--- src/rtl/debounce16.sv ---
// Sixteen independent switch debouncers: 2-flop synchroniser plus a stability
// counter per lane, with a single registered "any lane changed" pulse.

module debounce16_lane #(
    parameter int           CW      = 1,
    parameter logic [CW-1:0] CNT_MAX = '0,
    parameter logic          RST_VAL = 1'b0
) (
    input  logic clk_i,
    input  logic rst_i,
    input  logic a_i,
    output logic q_o,
    output logic accept_o
);

    logic          s1_q;
    logic          s2_q;
    logic          lvl_q;
    logic          lvl_d;
    logic [CW-1:0] cnt_q;
    logic [CW-1:0] cnt_d;
    logic          accept;

    // Any cycle where s2 agrees with the output clears the count, so a bounce
    // back to the old level always restarts the stability window.
    always_comb begin
        cnt_d  = '0;
        lvl_d  = lvl_q;
        accept = 1'b0;
        if (s2_q != lvl_q) begin
            if (cnt_q == CNT_MAX) begin
                accept = 1'b1;
                lvl_d  = s2_q;
            end else begin
                cnt_d = cnt_q + CW'(1);
            end
        end
    end

    always_ff @(posedge clk_i) begin
        if (rst_i) begin
            s1_q  <= RST_VAL;
            s2_q  <= RST_VAL;
            lvl_q <= RST_VAL;
            cnt_q <= '0;
        end else begin
            s1_q  <= a_i;
            s2_q  <= s1_q;
            lvl_q <= lvl_d;
            cnt_q <= cnt_d;
        end
    end

    assign q_o      = lvl_q;
    assign accept_o = accept;

endmodule

module debounce16 #(
    parameter int          DEBOUNCE_CYCLES = 50000,
    parameter logic [15:0] RESET_VAL       = 16'h0000
) (
    input  logic CLK,
    input  logic RST,
    input  logic A0,
    input  logic A1,
    input  logic A2,
    input  logic A3,
    input  logic A4,
    input  logic A5,
    input  logic A6,
    input  logic A7,
    input  logic A8,
    input  logic A9,
    input  logic A10,
    input  logic A11,
    input  logic A12,
    input  logic A13,
    input  logic A14,
    input  logic A15,
    output logic Q0,
    output logic Q1,
    output logic Q2,
    output logic Q3,
    output logic Q4,
    output logic Q5,
    output logic Q6,
    output logic Q7,
    output logic Q8,
    output logic Q9,
    output logic Q10,
    output logic Q11,
    output logic Q12,
    output logic Q13,
    output logic Q14,
    output logic Q15,
    output logic CHG
);

    localparam int          CW      = (DEBOUNCE_CYCLES > 1) ? $clog2(DEBOUNCE_CYCLES) : 1;
    localparam logic [CW-1:0] CNT_MAX = CW'(DEBOUNCE_CYCLES - 1);

    logic [15:0] a_vec;
    logic [15:0] q_vec;
    logic [15:0] accept_vec;
    logic        chg_q;
    logic        chg_d;

    assign a_vec = {A15, A14, A13, A12, A11, A10, A9, A8,
                    A7,  A6,  A5,  A4,  A3,  A2,  A1, A0};

    for (genvar i = 0; i < 16; i++) begin : g_lane
        debounce16_lane #(
            .CW      (CW),
            .CNT_MAX (CNT_MAX),
            .RST_VAL (RESET_VAL[i])
        ) u_lane (
            .clk_i    (CLK),
            .rst_i    (RST),
            .a_i      (a_vec[i]),
            .q_o      (q_vec[i]),
            .accept_o (accept_vec[i])
        );
    end

    assign chg_d = |accept_vec;

    always_ff @(posedge CLK) begin
        if (RST) chg_q <= 1'b0;
        else     chg_q <= chg_d;
    end

    assign {Q15, Q14, Q13, Q12, Q11, Q10, Q9, Q8,
            Q7,  Q6,  Q5,  Q4,  Q3,  Q2,  Q1, Q0} = q_vec;
    assign CHG = chg_q;

endmodule

--- config.mk ---
export PLATFORM = sky130hd
export DESIGN_NAME = debounce16
export DESIGN_NICKNAME = d
export VERILOG_FILES = /design/src/rtl/debounce16.sv
export SDC_FILE = /design/constraint.sdc
export NUM_CORES = 1
export LEC_CHECK = 0
export BUFFER_PORTS_ARGS = -buffer_cell sky130_fd_sc_hd__buf_2
export CAP_MARGIN = 20
export CORE_ASPECT_RATIO = 0.5
export CORE_UTILIZATION = 30
export CTS_BUF_LIST = sky130_fd_sc_hd__clkbuf_8 sky130_fd_sc_hd__clkbuf_16
export DETAILED_ROUTE_END_ITERATION = 10
export PLACE_DENSITY = 0.45
export SLEW_MARGIN = 30
export SYNTH_ARGS = -nofsm -noshare
export SYNTH_HDL_FRONTEND = slang
export SYNTH_HIERARCHICAL = 1
export SYNTH_SLANG_ARGS = --single-unit
--- constraint.sdc ---
create_clock -name CLK -period 2.6 [get_ports CLK]
set_input_delay 0.52 -clock CLK [delete_from_list [all_inputs] [get_ports CLK]]
set_output_delay 0.52 -clock CLK [all_outputs]
set_load 0.05 [all_outputs]
==> run summary <==
The number of different library cells used by synthesis comes to 34. Ranked by total cell area, the synthesized netlist is headed by sky130_fd_sc_hd__dfxtp_1, sky130_fd_sc_hd__xnor2_1, sky130_fd_sc_hd__nor2_1, sky130_fd_sc_hd__nor4_2, sky130_fd_sc_hd__nand3_1. The actual slew at the worst max-slew pin came out at 0.5684 ns. Setup violations remaining at the end of the flow were counted as 0. The share of the yosys chip area belonging to registers was 0.4549; the least setup slack across all paths after layout was 0.5751 ns.

The worst setup path is of the reg -> reg kind. The maximum fanout along the worst path works out to 7. The final core area utilization is 0.3477. The final routed wire length divided by cell count works out to 12.22 um. The run gives 6 as the Yosys warning count. The number of DRC markers after the initial detailed-route iteration was 370; the synthesized area divided by synthesized cell count was 9.453 um2.

For the final database, setup skew stands at 0.02023 ns. The signed area change from the synthesized netlist to the final layout was 13.58%; the total cell area at the placement stage was 14180 um2. After routing the design area is 15250 um2. The share of flip-flops with an asynchronous set or reset after synthesis came out at 0. The tools report the count of final hold-check violations as 0. The initial antenna violation count is 0, and the number of synthesized register bits is 305.

Via density per instance: 4.495. Counting flops with a built-in enable in the synthesized netlist gives 0. The run gives 0 as the total inserted antenna cells. The via count of the first global-routing pass was 8966; the total net switching power was 1.966 mW. Routability-driven placement finished with a final weighted congestion of 0.7540. The share of power burned in registers is 0.498, and the post-CTS setup-driven buffer insertion count is 0.

Counting tap cells, the placed design contains a total of 2026 instances. Wire segments on met3 add up to 820 um in the final route. After legalization and detailed placement, the total HPWL measured 17.20 mm.

The number of levels in the clock H-tree is 1, and the number of buffers between clock root and the deepest sink is 3. The overall fraction of global-route tracks in use was 0.1120. Setup repair after global routing left no endpoint under its margin. 35 I/O pins were placed. TritonCTS built the clock tree.

The number of gates given a new drive strength after cts came out at 0. The portion of the clock cycle consumed by the worst path in the final layout is 0.7788, and the first-pass GRT wire length is 43.28 mm. During placement, the flow inserted port buffers numbering 34. The number of clock sinks was 305; the count of TritonRoute iterations in the first routing pass was 5. Max-cap violations in this run came to 0. The run finished with clean final reports. The clock buffer count from CTS came out at 30. Internal power comes to 7.514 mW. The standard-cell row count was 54.

When the netlist entered floorplanning its net count stood at 1454. The starting utilization of the core area came out at 0.3061. Total power per unit cell area: 621.8 nW/um2. The path class of the tightest hold or removal check is in -> reg. sky130_fd_sc_hd__nor2_1 is the most common cell in the netlist.

Nature of the critical path endpoint: a flop. The post-route antenna net violation count is 0, and the remaining global-route overflow is 0. Width of the die: 301.1 um. The cell count after synthesis came out at 1420.

STA puts the critical path data required time at 3.02 ns. The wire length on met1 came out at 12.55 mm. The run gives 0.1534 ns as the final worst hold slack.

Tightest slew margin relative to the limit: 0.6176. The count of filler cells inserted in the layout was 4406; the total wirelength of the detailed-routed design was 25.42 mm. The tools report the part of the power in the clock network as 0.491. The tools report the data arrival time of the critical path as 2.44 ns.

In the routed design, unresolved DRC markers number 0. The tools report the post-layout instance count excluding filler cells as 2081. Derived from the worst setup path, the maximum achievable clock frequency is 493.8 MHz. Highest signal layer in the routed design: met4. The portion of total power attributed to combinational logic came out at 0.011. The worst setup path is launched from a flop. The tools report the launch instance of the worst register-to-register path as g_lane[13].u_lane/cnt_q[0]. The commonest cells after synthesis are sky130_fd_sc_hd__nor2_1, sky130_fd_sc_hd__dfxtp_1, sky130_fd_sc_hd__xnor2_1.

Setup TNS: 0 ns. Measured along the y axis, the die boundary spans 151.6 um. The shortest period the worst path allows came out at 2.025 ns. The final route contains 9355 vias. Timing analysis after detailed placement gives a worst setup slack of 0.6075 ns. The share of post-route cells with drive strength above 1 was 0.1219. In the final design database the tool counted 1504 nets. Entering global routing, the biggest net connects 48 pins. The worst vdd rail ir drop was 0.4053 mV; the met2 layer wire length in the routed design was 11.55 mm. In this run the static leakage power is 4.763 nW. The clock edge transition at the registers on the reported setup and hold paths is 0.06 ns, and the hold-fix buffer count after cts is 0.

The most critical setup path has its startpoint at g_lane[13].u_lane/cnt_q[0]. The region available for standard cell placement spans 43850 um2. Among all flip-flop cells after synthesis, the most frequent one is sky130_fd_sc_hd__dfxtp_1.

After synthesis the cells add up to 13420 um2. The largest area contributor in the netlist is sky130_fd_sc_hd__dfxtp_1. The startpoint identified for the worst hold timing path is A0. Total count of max-transition violations in the final report: 0.

The total chip power was 9.480 mW; the area of the die was 45640 um2. The area fraction of the dominant cell type after synthesis came out at 0.4549. The tools report the clock latency on the worst-skew pair as 0.58 ns. The tree is rooted in a sky130_fd_sc_hd__clkbuf_16.

The switching power share of the total is 0.2074.
==> per-layer routing <==
layer | vias up | GRT usage
li1 | 4890 | -
met1 | 4346 | 0.1497
met2 | 87 | 0.1836
met3 | 32 | 0.02352
met4 | 0 | 0.02817
met5 | - | 0
==> worst max-delay path, stage by stage, from the launching register on <==
cell and delay [ns]:
sky130_fd_sc_hd__dfxtp_1 0.34, sky130_fd_sc_hd__ha_1 0.23, sky130_fd_sc_hd__nand3_1 0.27, sky130_fd_sc_hd__nand4b_2 0.26
sky130_fd_sc_hd__nor2_1 0.08, sky130_fd_sc_hd__nor4_1 0.50, sky130_fd_sc_hd__a41oi_1 0.19
==> power groups by stage <==
| stage | Sequential (mW) | Clock, mW | Combinational [mW] |
|---|---|---|---|
| after floorplan | 4.82 | 0 | 0.0707 |
| after global placement | 4.82 | 0 | 0.110 |
| after detailed placement | 4.82 | 0 | 0.111 |
| after CTS | 4.72 | 4.85 | 0.111 |
| after global routing | 4.72 | 5.07 | 0.121 |
| final | 4.72 | 4.66 | 0.106 |
==> flip-flops by register name, summed over array words and instances (netlist names) <==
| signal | cells |
|---|---|
| g_lane.u_lane/q_o | 16 |
| CHG | 1 |
| g_lane.u_lane/s2_q | 16 |
| g_lane.u_lane/cnt_q | 256 |
| g_lane.u_lane/s1_q | 16 |
==> cells in the final DEF (no fill, tap or decap), types with 3 or more instances in the layout <==
cell type	instances
sky130_fd_sc_hd__clkinv_2	8
sky130_fd_sc_hd__xor2_1	17
sky130_fd_sc_hd__bufinv_16	5
sky130_fd_sc_hd__nor4_2	45
sky130_fd_sc_hd__nand4b_2	15
sky130_fd_sc_hd__mux2i_1	16
sky130_fd_sc_hd__nor4bb_1	30
sky130_fd_sc_hd__ha_1	16
sky130_fd_sc_hd__nand4_4	15
sky130_fd_sc_hd__nand2_2	15
sky130_fd_sc_hd__nor4_1	7
sky130_fd_sc_hd__clkbuf_16	30
sky130_fd_sc_hd__nor2b_1	32
sky130_fd_sc_hd__nor4b_1	17
sky130_fd_sc_hd__buf_2	33
sky130_fd_sc_hd__clkbuf_8	6
sky130_fd_sc_hd__xnor2_1	221
sky130_fd_sc_hd__nand4_1	36
sky130_fd_sc_hd__nor3_1	64
sky130_fd_sc_hd__and3_1	17
sky130_fd_sc_hd__clkinvlp_4	3
sky130_fd_sc_hd__nand3_1	79
sky130_fd_sc_hd__nor2_1	346
sky130_fd_sc_hd__inv_1	51
sky130_fd_sc_hd__nand2_1	49
sky130_fd_sc_hd__dfxtp_1	305
==> layout make-up <==
type / count / area, um2 / area share
Clock buffer: 36 / 833.3 / 0.05466
Inverter: 49 / 183.9 / 0.01206
Multi-Input combinational cell: 1048 / 6950 / 0.4559
Tap cell: 588 / 735.7 / 0.04826
Timing Repair Buffer: 36 / 200.2 / 0.01313
Clock inverter: 19 / 236.5 / 0.01551
Sequential cell: 305 / 6106 / 0.4005
==> cell families (layout without fill, tap and decap cells) <==
group | after synthesis | after routing | synth area share
and+or+nand+nor | 773 | 773 | 0.3333
DFF | 305 | 305 | 0.4549
xor gates and xnor gates | 238 | 238 | 0.1553
buffers and inverters | 67 | 140 | 0.02731
adders and majority gates | 16 | 16 | 0.01491
muxes | 16 | 16 | 0.01193
AOI/OAI and AO/OA | 5 | 5 | 0.002330
==> final timing paths <==
kind,slack [ns],cells after the start,endpoint
worst max register to register,0.58,6,CHG
worst min-delay path,0.15,2,g_lane[0].u_lane/s1_q
worst min register to register,0.43,1,g_lane[7].u_lane/s2_q
worst max-delay path,0.58,6,CHG
No activity file was read; power rests on OpenSTA's default activity.
